<file path="src/rtl/seq_det_pkg.sv">
// Shared types and reset defaults for the parametrised serial sequence detector.
package seq_det_pkg;

  typedef enum logic [0:0] {
    StDisarmed,
    StArmed
  } state_e;

  localparam logic [3:0]  PAT_DEFAULT = 4'b1010;
  localparam int unsigned LEN_DEFAULT = 4;
  localparam bit          OVL_DEFAULT = 1'b1;

  // Width needed to hold a pattern length in the range 0..pat_w.
  function automatic int unsigned len_width(input int unsigned pat_w);
    return $clog2(pat_w + 1);
  endfunction

endpackage

</file>
<file path="src/rtl/sat_counter.sv">
// Saturating up-counter with synchronous clear; clear and increment together yield 1.
module sat_counter #(
  parameter int unsigned W = 8
) (
  input  logic         clk,
  input  logic         reset,
  input  logic         clear,
  input  logic         inc,
  output logic [W-1:0] count
);

  logic [W-1:0] count_d, count_q;

  always_comb begin
    count_d = count_q;
    if (clear) begin
      count_d = inc ? W'(1) : '0;
    end else if (inc && (count_q != '1)) begin
      count_d = count_q + W'(1);
    end
  end

  always_ff @(posedge clk) begin
    if (reset) begin
      count_q <= '0;
    end else begin
      count_q <= count_d;
    end
  end

  assign count = count_q;

endmodule

</file>
<file path="src/rtl/seq_detector_param.sv">
// Serial detector for a runtime-programmable pattern of 1..PAT_W bits, with overlap
// control, a registered match pulse and a saturating match counter.
module seq_detector_param #(
  parameter int unsigned           PAT_W       = 4,
  parameter int unsigned           CNT_W       = 8,
  parameter logic [PAT_W-1:0]      PAT_DEFAULT = PAT_W'(seq_det_pkg::PAT_DEFAULT),
  parameter int unsigned           LEN_DEFAULT = seq_det_pkg::LEN_DEFAULT,
  parameter bit                    OVL_DEFAULT = seq_det_pkg::OVL_DEFAULT,
  localparam int unsigned          LW          = seq_det_pkg::len_width(PAT_W)
) (
  input  logic             clk,
  input  logic             reset,
  input  logic             in_valid,
  input  logic             in,
  input  logic             cfg_load,
  input  logic [PAT_W-1:0] cfg_pattern,
  input  logic [LW-1:0]    cfg_len,
  input  logic             cfg_overlap,
  input  logic             count_clear,
  output logic             out,
  output logic             armed,
  output logic             cfg_err,
  output logic [CNT_W-1:0] match_count
);

  import seq_det_pkg::*;

  state_e           state_d, state_q;
  logic [PAT_W-1:0] pat_d, pat_q;
  logic [LW-1:0]    len_d, len_q;
  logic             ovl_d, ovl_q;
  logic [PAT_W-1:0] hist_d, hist_q;
  logic [LW-1:0]    fill_d, fill_q;
  logic             out_d, out_q;
  logic             err_d, err_q;

  logic             cfg_ok;
  logic             sample;
  logic             match;
  logic [PAT_W-1:0] hist_next;
  logic [LW-1:0]    fill_next;
  logic [PAT_W-1:0] len_mask;

  assign cfg_ok    = (cfg_len != '0) && (cfg_len <= LW'(PAT_W));
  // A bit presented alongside cfg_load is discarded.
  assign sample    = (state_q == StArmed) && in_valid && !cfg_load;
  assign hist_next = {hist_q[PAT_W-2:0], in};
  assign fill_next = (fill_q == LW'(PAT_W)) ? fill_q : fill_q + LW'(1);

  always_comb begin
    len_mask = '0;
    for (int unsigned i = 0; i < PAT_W; i++) begin
      len_mask[i] = (LW'(i) < len_q);
    end
  end

  assign match = sample && (fill_next >= len_q) && (((hist_next ^ pat_q) & len_mask) == '0);

  always_comb begin
    state_d = state_q;
    pat_d   = pat_q;
    len_d   = len_q;
    ovl_d   = ovl_q;
    hist_d  = hist_q;
    fill_d  = fill_q;
    err_d   = err_q;
    out_d   = 1'b0;
    if (cfg_load) begin
      if (cfg_ok) begin
        pat_d   = cfg_pattern;
        len_d   = cfg_len;
        ovl_d   = cfg_overlap;
        hist_d  = '0;
        fill_d  = '0;
        state_d = StArmed;
        err_d   = 1'b0;
      end else begin
        state_d = StDisarmed;
        err_d   = 1'b1;
      end
    end else if (sample) begin
      hist_d = hist_next;
      // Non-overlap restarts the fill so matched bits cannot seed the next match.
      fill_d = (match && !ovl_q) ? '0 : fill_next;
      out_d  = match;
    end
  end

  always_ff @(posedge clk) begin
    if (reset) begin
      state_q <= StArmed;
      pat_q   <= PAT_DEFAULT;
      len_q   <= LW'(LEN_DEFAULT);
      ovl_q   <= OVL_DEFAULT;
      hist_q  <= '0;
      fill_q  <= '0;
      out_q   <= 1'b0;
      err_q   <= 1'b0;
    end else begin
      state_q <= state_d;
      pat_q   <= pat_d;
      len_q   <= len_d;
      ovl_q   <= ovl_d;
      hist_q  <= hist_d;
      fill_q  <= fill_d;
      out_q   <= out_d;
      err_q   <= err_d;
    end
  end

  sat_counter #(
    .W(CNT_W)
  ) u_sat_counter (
    .clk  (clk),
    .reset(reset),
    .clear(count_clear),
    .inc  (match),
    .count(match_count)
  );

  assign out     = out_q;
  assign armed   = (state_q == StArmed);
  assign cfg_err = err_q;

endmodule

</file>
<file path="config.mk">
export PLATFORM = sky130hd
export DESIGN_NAME = seq_detector_param
export DESIGN_NICKNAME = d
export VERILOG_FILES = /design/src/rtl/seq_det_pkg.sv /design/src/rtl/sat_counter.sv /design/src/rtl/seq_detector_param.sv
export SDC_FILE = /design/constraint.sdc
export NUM_CORES = 1
export LEC_CHECK = 0
export ABC_AREA = 0
export CORE_UTILIZATION = 54
export DETAILED_ROUTE_END_ITERATION = 10
export HOLD_SLACK_MARGIN = 0.12
export PLACE_DENSITY = 0.94
export SYNTH_ARGS = -nofsm -noshare
export SYNTH_HDL_FRONTEND = slang
export SYNTH_SLANG_ARGS = --single-unit
</file>
<file path="constraint.sdc">
create_clock -name clk -period 4.2 [get_ports clk]
set_clock_uncertainty 0.05 [all_clocks]
set_input_delay 0.84 -clock clk [delete_from_list [all_inputs] [get_ports clk]]
set_output_delay 0.84 -clock clk [all_outputs]
set_load 0.05 [all_outputs]
</file>
# After elaboration in Yosys (flattened, before gate mapping)

Index checks and enable logic that the tools add are counted.

Bits in registers: 25
Output and inout bits: 11
Word-level logic and storage cells: 52

Add/subtract/negate cells: 2
Magnitude comparators: 6
Equal/unequal tests: 3
Multiplexer cells: 13
Bitwise logic cells: 3
Reductions and logical operators: 16

Operators with widths:

| operator            | count |
|---|---|
| $mux 3              | 8 |
| $mux 8              | 2 |
| $add 8x1->8 const B | 1 |
| $ne 8x8->1 const B  | 1 |
| $logic_and 1x1->1   | 7 |
| $lt 1x3->1 const A  | 2 |
| $lt 2x3->1 const A  | 2 |
| $and 4x4->4         | 1 |
| $logic_not 4->1     | 1 |
| $reduce_and 2->1    | 2 |
| $reduce_bool 2->1   | 2 |
| $xor 4x4->4         | 1 |
| $add 3x1->3 const B | 1 |
| $eq 3x3->1 const B  | 1 |
| $ge 3x3->1          | 1 |
| $le 3x3->1 const B  | 1 |
| $mux 1              | 3 |
| $reduce_bool 3->1   | 1 |
| $reduce_or 3->1     | 1 |
| $logic_not 1->1     | 2 |
| $ne 2x1->1 const B  | 1 |
| $not 1->1           | 1 |

# Depth between registers and ports, before layout

Gate-level depths: netlist (run 1).

Depth in word-level cells: 9
Gate-level depth with buffers: 11
Gate-level depth less buffers: 10

# Modules after synthesis

Synthesis (run 1) repeated with hierarchy kept, for this count alone.

Cells, all modules: 152
Area, all modules: 1283.7 sq um

By module, submodules not included:

| module             | times used | cells an instance | area each (sq um) | seq. area each (sq um) |
|---|---|---|---|---|
| seq_detector_param | 1          | 99                | 839.6             | 340.3 |
| sat_counter        | 1          | 53                | 444.2             | 160.2 |

# Worst setup path before layout (run 1)

Ideal clock, no wire load.

Kind: input port to flip-flop
Start point: input port cfg_load
End point: register u_sat_counter.count_q[2], in the netlist u_sat_counter.count[2]
Setup time: 147 ps
Arrival time: 2093 ps
Data required time: 4003 ps
Setup slack: 1910 ps
Stages on the path: 6
Buffers on the path: 1
Cells stage by stage: nand3b_1 a221oi_2 nand4_1 buf_2 o311ai_0 o41ai_1

Word-level cells in the longest chain between the ends: 6

RTL lines:

| element                         | RTL line                 | text |
|---|---|---|
| start, declared                 | seq_detector_param.sv:15 | `input logic cfg_load,` |
| $logic_not 1->1                 | seq_detector_param.sv:46 | `assign sample = (state_q == StArmed) && in_valid && !cfg_load;` |
| $logic_and 1x1->1               | seq_detector_param.sv:46 |  |
| $logic_and 1x1->1 (2 in series) | seq_detector_param.sv:57 | `assign match = sample && (fill_next >= len_q) && (((hist_next ^ pat_q) & len_mask) == '0);` |
| $logic_and 1x1->1               | sat_counter.sv:18        | `end else if (inc && (count_q != '1)) begin` |
| $reduce_bool 2->1 (no line)     | n/a                      |  |
| end signal, assigned            | sat_counter.sv:27        | `count_q <= count_d;` |
| end, declared                   | sat_counter.sv:12        | `logic [W-1:0] count_d, count_q;` |

No other way between the ends.
A chain may end at the register's enable or synchronous reset.

# Worst setup path after layout (run 1)

Start point: input port cfg_load
End point: register u_sat_counter.count_q[4], in the netlist u_sat_counter.count[4]

Same word-level chain as after synthesis.

==> reports/metrics.csv, run 1 <==
metric,value,unit
fin_crit,3.034,ns
hold_viol_final,0,
synth_cell_type_count,36,
insertion_delay,0.32,ns
pre_cts_ws,0.8626,ns
dp_hpwl,2.073,mm
drt_wl_total,2.738,mm
startpoint_type,input pin,
avgSynthCellArea,8.316,µm²
core,2191,µm²
drv_cap,0,
area_growth,22.87,%
chipWidth,50.07,µm
io_pins,25,
drive_above_1_share,0.03448,
ant_nets,0,
worst_setup_path_end_kind,register,
fin_ws,1.166,ns
via_count,1189,
place_area,1506,µm²
final_cell_mix,"25 x dfxtp_1, 24 x clkdlybuf4s50_1, 17 x nor2_1",
firstDrtPassIters,4,
grt_max_degree,19,
fmax,329.6,MHz
dieArea,2507,µm²
num-fill-cells,181,
path_max_fanout,13,
syn_nets,170,
final_max_slew_viol_count,0,
yosys_warnings,0,
crit_slowest_cell,or4_1,
synth_edf_count,0,
synth_top_flop_cell,dfxtp_1,
final_common_cell,dfxtp_1,
mappedNetlistArea,1247,µm²
nNetsFinal,195,
drc,0,
clockBufferDepth,2,
period_share,0.7224,
rsz0062_at_grt,false,
die_y,50.07,µm
maxSlewHeadroom,0.5860,
slowest_delay,0.63,ns
grt.overflow.total,0,
routedWlPerCell,13.55,µm
track_usage,0.2428,
p_per_area,274.3,nW/µm²
arrival,3.24,ns
worst_pin_slew,0.6191,ns
post_cts_resized,0,
cts_tree,built,
grt_pass1_vias,1068,
dr.first_iter.drc_count,43,
setup_viol,0,
htreeDepth,1,
synthArstFlopShare,0,
clock-sinks,25,
tns,0,ns
antenna_found_initial,0,
num_rows,17,
clock-root-buffer,clkbuf_4,
cts.clk_slew.worst_paths,0.12,ns
peakVddDrop,0.2315,mV
power_leakage,0.5827,nW
via_per_inst,5.886,
port_buffers,24,
ys_seq_area_frac,0.4012,
hold_class,reg2reg,
crit_chain,"clkdlybuf4s50_1, nand3b_1, a221oi_2, nand4_1, or4_1, a21oi_1",
start_util,0.5694,
power,420.4,µW
fin_area,1533,µm²
grt_pass1_wl,4.567,mm
cts_setup_buffers,0,
synthCells,150,
criticalPathCategory,in2reg,
cts_inserted_buffers,3,
n_antenna_cell,0,
gp_congestion,0.8312,
ys_ff_latch,25,
worstPathRequired,4.41,ns
status,finished clean,
postCtsHoldBufs,0,
[logic make-up (layout without fill, tap and decap cells)]
logic type,count (synthesis),count (layout),synth area share
adders and majority gates,6,6,0.06018
buffers and inverters,15,39,0.04613
AOI/OAI and AO/OA,39,39,0.2016
and+or+nand+nor,55,55,0.2156
muxes,5,5,0.04012
xor gates and xnor gates,5,5,0.03510
DFF,25,25,0.4012
[flip-flops by register name, indices dropped and copies added (netlist names)]
signal / cells
armed: 1
cfg_err: 1
fill_q: 3
hist_q: 3
len_q: 3
out: 1
ovl_q: 1
pat_q: 4
u_sat_counter.count: 8
[per-stage QoR]
step                      utilization  cells  hold WS [ns]
final                          0.6996    202        0.4237
after global routing           0.6996    202        0.4557
after CTS                      0.6996    202        0.4270
after detailed placement       0.6876    198        0.4025
after global placement         0.6876    198        0.3961
after floorplan                     -    150        0.3799
[critical path, delay by kind of cell]
kind	cells	cell delay, ns
buf+inv	1	0.51
compound gates	2	0.44
simple gates	3	1.44
[Yosys cell counts (all sizes together) (2+ instances only)]
cell / number / area share
o31ai: 3 / 0.018
ha: 6 / 0.060
or4: 2 / 0.012
a21oi: 12 / 0.048
xor2: 4 / 0.028
nor2: 17 / 0.051
mux2i: 5 / 0.040
inv: 11 / 0.033
nor2b: 2 / 0.010
dfxtp: 25 / 0.40
o41ai: 2 / 0.014
clkbuf: 2 / 0.0060
nand2: 10 / 0.030
o21ai: 11 / 0.044
a211o: 3 / 0.021
or3: 3 / 0.015
nand4: 2 / 0.010
or2: 2 / 0.010
buf: 2 / 0.0070
nand3: 11 / 0.044
[final cells by class]
class | instances | area (µm²) | share of cell area
multi-input combinational | 110 | 689.4 | 0.4498
tap | 28 | 35.03 | 0.02286
timing repair buffer | 24 | 240.2 | 0.1567
inverter | 11 | 41.29 | 0.02694
clock buffer | 4 | 26.28 | 0.01714
sequential | 25 | 500.5 | 0.3265
[power breakdown]
group          total [mW]  switching, mW  internal (mW)
Combinational      0.0622         0.0333         0.0289
Sequential          0.253        0.00748          0.245
Clock               0.105         0.0682         0.0372
Total               0.420          0.109          0.311
[metal layers]
| layer | share of wire | track usage |
|---|---|---|
| met1 | 0.40 | 0.2694 |
| met3 | 0.046 | 0.04012 |
| met2 | 0.53 | 0.4311 |
| met5 | 0 | 0 |
| met4 | 0.018 | 0.1333 |
[path summary, 6_finish.rpt]
| path | start | endpoint | slack, ns | cells past startpoint |
|---|---|---|---|---|
| setup reg to reg | fill_q[0] | u_sat_counter.count[4] | 1.44 | 10 |
| setup / recovery | cfg_load | u_sat_counter.count[4] | 1.17 | 6 |
| hold reg to reg | u_sat_counter.count[6] | u_sat_counter.count[6] | 0.42 | 2 |
| hold / removal | u_sat_counter.count[6] | u_sat_counter.count[6] | 0.42 | 2 |
Power figures use the tool's default switching activity.
==> run 2: changes to the inputs <==
Settings changed: CORE_UTILIZATION 54 to 50, PLACE_DENSITY 0.94 to 0.89.
Clock period 4.2 ns to 3.02 ns, I/O delays scaled along.
==> reports/metrics.csv, run 2 (synthesis results as in run 1) <==
metric,value,unit,change
status,finished clean,,
gp_congestion,0.8250,,-0.75%
via_count,1191,,+0.17%
routedWlPerCell,13.40,µm,-1.2%
path_buf_inv,2,,+1
cts_tree,built,,
nNetsFinal,198,,+1.5%
clock-sinks,25,,unchanged
dp_hpwl,2.061,mm,-0.56%
fin_area,1555,µm²,+1.5%
ant_nets,0,,unchanged
via_per_inst,5.810,,-1.3%
power_leakage,0.5960,nW,+2.3%
insertion_delay,0.31,ns,about the same
fmax,386.0,MHz,
p_per_area,377.0,nW/µm²,+37%
core,2276,µm²,+3.9%
final_max_slew_viol_count,0,,unchanged
arrival,2.79,ns,-0.45 ns
ff2ff_path_depth,11,,+1
postCtsHoldBufs,0,,unchanged
regToRegStartpoint,fill_q[0],,
worst_setup_path_end_kind,register,,
chipWidth,51.95,µm,+3.8%
switchingPower,151.4,µW,+39%
worstPathRequired,3.22,ns,-1.19 ns
place_area,1529,µm²,+1.5%
dieArea,2699,µm²,+7.7%
drt_wl_total,2.746,mm,+0.29%
cts.clk_slew.worst_paths,0.12,ns,about the same
hold_end,cfg_err,,
seqPwrFrac,0.600,,about the same
track_usage,0.2455,,+0.002793
drc,0,,unchanged
tns,0,ns,unchanged
n_antenna_cell,0,,unchanged
switching_share,0.2583,,-0.001019
hold_depth,1,,-1
area_growth,24.67,%,
drv_cap,0,,unchanged
grt_pass1_vias,1183,,+11%
io_pins,25,,unchanged
setup_viol,0,,unchanged
grt.overflow.total,0,,unchanged
layout.cells.non_filler,205,,+1.5%
num_rows,17,,unchanged
cts_inserted_buffers,3,,unchanged
crit_slowest_cell,or4_1,,
cts_setup_buffers,0,,unchanged
slowest_delay,0.50,ns,-0.13 ns
clockBufferDepth,2,,unchanged
criticalPathCategory,reg2reg,,
start_util,0.5481,,-0.02129
p_comb_frac,0.152,,+0.004
worst-r2r-setup-slack,0.43,ns,-1.01 ns
antenna_found_initial,0,,unchanged
post_cts_resized,0,,unchanged
hold_class,reg2reg,,
grt_max_degree,14,,-5
die_y,51.95,µm,+3.8%
clock-root-buffer,clkbuf_4,,
port_buffers,24,,unchanged
maxSlewHeadroom,0.6069,,+0.02089
path_delay_family,simple AND/OR/NAND/NOR gates,,
period_share,0.8579,,
internal_power,434.8,µW,+40%
dp_cells,201,,+1.5%
final_cell_mix,"25 x dfxtp_1, 24 x clkdlybuf4s50_1, 17 x nor2_1",,
startpoint_type,register,,
grt_pass1_wl,4.843,mm,+6.0%
htreeDepth,1,,unchanged
drive_above_1_share,0.05085,,+0.01636
peakVddDrop,0.2997,mV,+29%
fin_crit,2.591,ns,
r2r-end,u_sat_counter.count[3],,
pwr-share-clk,0.248,,-0.003
hold_viol_final,0,,unchanged
largest_register_ffs,8,,unchanged
worst_pin_slew,0.5880,ns,-0.03105 ns
final_common_cell,dfxtp_1,,
path_max_fanout,13,,unchanged
hp-start,cfg_err,,
rsz0062_at_grt,false,,
firstDrtPassIters,4,,unchanged
dr.first_iter.drc_count,25,,-42%
crit_chain,"inv_1, ha_1, nor2_1, nor2_1, ha_1, nand2_1, o21ai_0, nand4_1, buf_4, or4_1, a21oi_1",,
## run 2: stage by stage
stage	hold slack [ns]	setup WS, ns	util	power (mW)
2_1_floorplan	0.3799	0.8237	-	0.4083
3_3_place_gp	0.3928	0.4323	0.6718	0.4428
3_5_place_dp	0.3966	0.3456	0.6718	0.4463
4_1_cts	0.4281	0.4447	0.6833	0.5879
5_1_grt	0.4610	0.1613	0.6833	0.6102
6_report	0.4242	0.4291	0.6833	0.5863
## run 2: final cells by class
class,instances,area (µm²)
well taps,28,35.03
fillers,192,720.7
inverters,11,41.29
multi-input cells,110,689.4
repair buffers,27,262.8
flip-flops and latches,25,500.5
clock buffers,4,26.28
## run 2: how the worst max path moves through the flow
stage / from / endpoint / slack (ns) / cells past startpoint
floorplan: fill_q[0] / u_sat_counter.count[2] / 0.82 / 11
global placement: cfg_load / u_sat_counter.count[3] / 0.43 / 7
detailed placement: cfg_load / u_sat_counter.count[3] / 0.35 / 7
CTS: fill_q[0] / u_sat_counter.count[3] / 0.44 / 11
global route: fill_q[0] / u_sat_counter.count[4] / 0.16 / 11
finish: fill_q[0] / u_sat_counter.count[3] / 0.43 / 11
## run 2: power by group through the flow
stage	logic [mW]	registers, mW	clock network [mW]
3_3_place_gp	0.0847	0.358	0
4_1_cts	0.0881	0.351	0.148
2_1_floorplan	0.0451	0.363	0
6_report	0.0890	0.352	0.145
3_5_place_dp	0.0876	0.359	0
5_1_grt	0.0990	0.353	0.158
## run 2: routing by layer
metal  wire length (µm)  vias to the layer above  GRT usage
met5                  0                        -          0
li1                   -                      594          -
met1               1141                      548     0.2631
met4                 41                        0     0.1441
met2               1399                       43     0.4380
met3                163                        6    0.04971
==> patch 1, RTL diff (config.mk and constraints of run 2) <==
Remove the register `out_q`: a continuous assignment takes its place, so the output `out` follows one clock earlier.
--- a/src/rtl/seq_detector_param.sv
+++ b/src/rtl/seq_detector_param.sv
@@ -94,7 +94,6 @@
       ovl_q   <= OVL_DEFAULT;
       hist_q  <= '0;
       fill_q  <= '0;
-      out_q   <= 1'b0;
       err_q   <= 1'b0;
     end else begin
       state_q <= state_d;
@@ -103,10 +102,11 @@
       ovl_q   <= ovl_d;
       hist_q  <= hist_d;
       fill_q  <= fill_d;
-      out_q   <= out_d;
       err_q   <= err_d;
     end
   end
+
+  assign out_q = out_d;
 
   sat_counter #(
     .W(CNT_W)
Formal check against the unedited RTL: not equivalent (Yosys sat finds a counterexample within 4 cycles, from zero or initial values and one cycle with reset high).
==> patch 1 against run 2 <==
Sequential cell count down 1; area after synthesis down 0.20%; cell area increased by 0.72%; critical path type is now reg2out; highest routed layer unchanged; combinational power up 2%; utilization rose by 0.49 points; total power up 2.2%; global-route usage down 1.3 points; largest cell class unchanged; routed wire length up 1.2%; worst setup slack lost 0.18 ns; clock power is 17% higher; die area decreased by 0.19%; sequential power decreased by 4%.
==> patch 1: results (changes against run 2) <==
[critical_path]
cpPeakStageDelay_ns=0.42  ; was 0.50 ns
cp_slowest_cell=dfxtp_1  ; was or4_1
path_max_fanout=6  ; was 13
cp.arrival_ns=2.12  ; was 2.79 ns
crit_family=adder cells  ; was simple AND/OR/NAND/NOR gates
reg2reg_slack_ns=0.56  ; was 0.43 ns

[route]
drtIter0Drc=20  ; was 25
drt_wl_total_um=2780  ; was 2750 µm
viasPerCell=5.74  ; was 5.81
drtPass1Iterations=4  ; unchanged

[power]
vdd_drop_max_mv=0.324  ; was 0.300 mV
p_leak_nw=0.628  ; was 0.596 nW

[placement]
pre_cts_slack_ns=0.398  ; was 0.346 ns
place.gp.congestion=0.795  ; was 0.825
hpwl_um=2120  ; was 2060 µm

[global_route]
grt_first_pass_wirelength_um=4630  ; was 4840 µm
grt_pass1_vias=1089  ; was 1183
grtUsageTotal_pct=23.3  ; was 24.6%
grt_max_degree=14  ; unchanged

[clock_network]
cts_num_sinks=24  ; was 25
clk_pin_slew_ns=0.13
cts_setup_buffers=0  ; unchanged
numCtsBuffers=3  ; unchanged

[finish]
drive_gt1_share_pct=9.09  ; was 5.08%
antenna_cells=0  ; unchanged
fin_nets=197  ; was 198

[outcome]
status=finished, final reports clean  ; unchanged

[yosys]
synth_top_cells_by_count=24 x dfxtp_1, 15 x nor2_1, 12 x nand2_1  ; was 25 x dfxtp_1, 17 x nor2_1, 12 x a21oi_1
synth.distinct_cells=36  ; unchanged
ys_warn_count=0  ; unchanged
synth_seq_area_share_pct=38.6  ; was 40.1%
ys_top_cells_by_area=dfxtp_1 39%, ha_1 6.0%, nor2_1 4.5%, a21oi_1 4.4%, nand3_1 4.4%  ; was dfxtp_1 40%, ha_1 6.0%, nor2_1 5.1%, a21oi_1 4.8%, nand3_1 4.4%

[timing]
finalCritPeriodShare_pct=91.9  ; was 85.8%
slew_headroom_pct=61.5  ; was 60.7%

[worst_hold_path]
hold_path.class=reg2reg  ; unchanged

-- patch 1: changes by cell type after synthesis, moves of 2 or more --
cell and change:
nand2_1 +2, nor2_1 -2, a211oi_1 +2, clkbuf_1 +2
-- patch 1: logic make-up after synthesis --
family / share of synthesized area [%]
and+or+nand+nor: 22.7
buffers and inverters: 5.73
DFF: 38.6
adders and majority gates: 6.03
xor gates and xnor gates: 3.52
AOI/OAI and AO/OA: 20.2
muxes: 3.22
-- patch 1: routing by layer --
metal / vias up / wire length, µm / global-route usage (%)
met5: - / 0 / 0
met4: 0 / 21 / 5.86
met3: 4 / 85 / 6.73
met2: 22 / 1460 / 42.1
met1: 551 / 1210 / 26.4
li1: 594 / - / -
-- patch 1: worst paths after layout --
kind         startpoint                      to
max reg2reg   fill_q[0]  u_sat_counter.count[4]
min reg2reg     cfg_err                 cfg_err
min             cfg_err                 cfg_err
max           fill_q[0]                     out
-- patch 1: power breakdown --
part	switching [mW]	internal [mW]	leakage, nW
Clock	0.0966	0.0737	0.0210
Combinational	0.0471	0.0434	0.412
Sequential	0.0105	0.328	0.196
-- patch 1: cell type report --
type / count / area [µm²]
fill: 170 / 709
multi-input combinational: 109 / 693
sequential: 24 / 480
timing repair buffer: 28 / 280
inverter: 11 / 41.3
clock buffer: 4 / 36.3
tap: 28 / 35.0
-- patch 1: stage by stage --
stage | cells | power (mW) | hold slack (ns) | instance area, µm²
finish | 204 | 0.599 | 0.421 | 1570
global route | 204 | 0.625 | 0.453 | 1570
CTS | 204 | 0.603 | 0.426 | 1570
detailed placement | 200 | 0.435 | 0.395 | 1530
global placement | 200 | 0.430 | 0.389 | 1530
floorplan | 150 | 0.394 | 0.380 | 1240
==> patch 2, RTL diff (settings of run 2) <==
Without the edit above. `PAT_W`: 4 -> 3.
--- a/src/rtl/seq_detector_param.sv
+++ b/src/rtl/seq_detector_param.sv
@@ -1,7 +1,7 @@
 // Serial detector for a runtime-programmable pattern of 1..PAT_W bits, with overlap
 // control, a registered match pulse and a saturating match counter.
 module seq_detector_param #(
-  parameter int unsigned           PAT_W       = 4,
+  parameter int unsigned           PAT_W       = 3,
   parameter int unsigned           CNT_W       = 8,
   parameter logic [PAT_W-1:0]      PAT_DEFAULT = PAT_W'(seq_det_pkg::PAT_DEFAULT),
   parameter int unsigned           LEN_DEFAULT = seq_det_pkg::LEN_DEFAULT,
Interface: changed (resized cfg_len and cfg_pattern); port bits go from 25 to 23. No check against the original RTL was run, so the function may have changed too.
==> patch 2 against run 2 <==
Area after synthesis shrank 20%; sequential cell count shrank 4; total power shrank 12%; global-route usage shrank 1.7 points; routed wire length shrank 24%; worst hold slack lost 0.0012 ns; clock power shrank 4%; cell area shrank 19%; synthesized cell count shrank 21%; worst setup slack gained 0.25 ns; critical path type is now in2reg; largest power group unchanged.
==> patch 2: results (changes against run 2) <==
[critical_path]
crit_end=u_sat_counter.count[4]  ; was u_sat_counter.count[3]
cpPeakStageDelay_ns=0.58  ; was 0.50 ns
reg2regPathDepth=8  ; was 11
reg2reg_slack_ns=0.88  ; was 0.43 ns
path_max_fanout=13  ; unchanged
crit_start=cfg_load  ; was fill_q[0]
r2r_start=fill_q[1]  ; was fill_q[0]
cp.arrival_ns=2.55  ; was 2.79 ns
cp_slowest_cell=or4_1  ; unchanged

[yosys]
synth_top_cells_by_count=21 x dfxtp_1, 17 x nand2_1, 10 x a21oi_1, 10 x nor2_1  ; was 25 x dfxtp_1, 17 x nor2_1, 12 x a21oi_1
yosys-mux-area-fraction_pct=1.01  ; was 4.01%
synth_compound_area_share_pct=17.4  ; was 20.2%
syn_nets=133  ; was 170
ys_warn_count=0  ; unchanged
synth.distinct_cells=37  ; was 36
synthAdderAreaFrac_pct=3.77  ; was 6.02%
synthXorXnorAreaFrac_pct=2.64  ; was 3.51%
synthArstFlopShare_pct=0  ; unchanged
ys_top_cells_by_area=dfxtp_1 42%, nand2_1 6.4%, a21oi_1 5.0%, ha_1 3.8%, nor2_1 3.8%  ; was dfxtp_1 40%, ha_1 6.0%, nor2_1 5.1%, a21oi_1 4.8%, nand3_1 4.4%
synth_seq_area_share_pct=42.3  ; was 40.1%

[placement]
io_buffer_count=22  ; was 24
place.gp.congestion=0.888  ; was 0.825
postPlaceCellArea_mm2=0.00123  ; was 0.00153 mm²
hpwl_um=1560  ; was 2060 µm
pre_cts_slack_ns=0.352  ; was 0.346 ns

[timing]
max_freq_mhz=426  ; was 386 MHz
slew_headroom_pct=66.6  ; was 60.7%
hold_slack_ns=0.423  ; was 0.424 ns

[clock_network]
cts_resized=0  ; unchanged
root_buffer=clkbuf_4  ; unchanged
numCtsBuffers=3  ; unchanged
cts_max_path_buffers=2  ; unchanged
clk_pin_slew_ns=0.12  ; about the same
clock_latency_ns=0.31  ; about the same
cts_max_level=1  ; unchanged
cts_setup_buffers=0  ; unchanged

[worst_hold_path]
hold_path.class=reg2reg  ; unchanged
whs_endpoint=cfg_err  ; unchanged
hold_depth=1  ; unchanged
hp-start=cfg_err  ; unchanged

[global_route]
grtUsageTotal_pct=22.9  ; was 24.6%
antenna_found_initial=0  ; unchanged
grt_first_pass_wirelength_um=3420  ; was 4840 µm
grt_max_degree=17  ; was 14
grt_pass1_vias=845  ; was 1183

[outcome]
status=finished, final reports clean  ; unchanged

[finish]
fin_nets=156  ; was 198
fillers=165  ; was 192
antenna_cells=0  ; unchanged
largest_reg_flops=8  ; unchanged
drive_gt1_share_pct=5.71  ; was 5.08%

[route]
drtPass1Iterations=4  ; unchanged
drtIter0Drc=25  ; unchanged
drt_wl_total_um=2100  ; was 2750 µm
vias=967  ; was 1191

[power]
vdd_drop_max_mv=0.281  ; was 0.300 mV
p_leak_nw=0.458  ; was 0.596 nW

-- patch 2: cell count changes after synthesis, moves of 4 or more --
cell / run 2 / this run
nand2_1: 10 / 17
o21ai_0: 11 / 5
mux2i_1: 5 / 1
dfxtp_1: 25 / 21
inv_1: 11 / 5
nor2_1: 17 / 10
nand3_1: 11 / 4
-- patch 2: area by class of cell --
| class | count | share of cell area (%) |
|---|---|---|
| repair buffers | 22 | 17.5 |
| inverters | 5 | 1.49 |
| flip-flops and latches | 21 | 33.5 |
| clock inverters | 1 | 0.398 |
| clock buffers | 3 | 1.79 |
| well taps | 25 | 2.49 |
| multi-input cells | 88 | 42.8 |
-- patch 2: critical path: cells and delay by family --
family	cells	cell delay (ns)
buffers and inverters	1	0.53
AO/OA/AOI/OAI	1	0.15
AND/OR/NAND/NOR	3	1.26
-- patch 2: cells by family (layout without fill, tap and decap cells) --
group / Yosys count / count (layout)
xor gates and xnor gates: 3 / 3
DFF: 21 / 21
buffers and inverters: 9 / 31
and+or+nand+nor: 53 / 53
muxes: 1 / 1
AOI/OAI and AO/OA: 28 / 28
adders and majority gates: 3 / 3
-- patch 2: per-stage QoR --
step | util (%) | cells
detailed placement | 68.2 | 161
finish | 69.7 | 165
global route | 69.7 | 165
global placement | 68.2 | 161
floorplan | - | 118
CTS | 69.7 | 165
-- patch 2: power by group --
| part | internal (mW) | leakage [nW] | switching, mW | total (mW) |
|---|---|---|---|---|
| clock | 0.0495 | 0.0177 | 0.0894 | 0.139 |
| sequential | 0.287 | 0.171 | 0.00754 | 0.294 |
| combinational | 0.0360 | 0.269 | 0.0444 | 0.0804 |
-- patch 2: metal layers --
layer	up-vias	track usage, %	wire, µm
met5	-	0	0
met4	0	15.9	34
met3	4	4.71	99
met2	39	36.1	1050
met1	451	27.3	908
li1	473	-	-
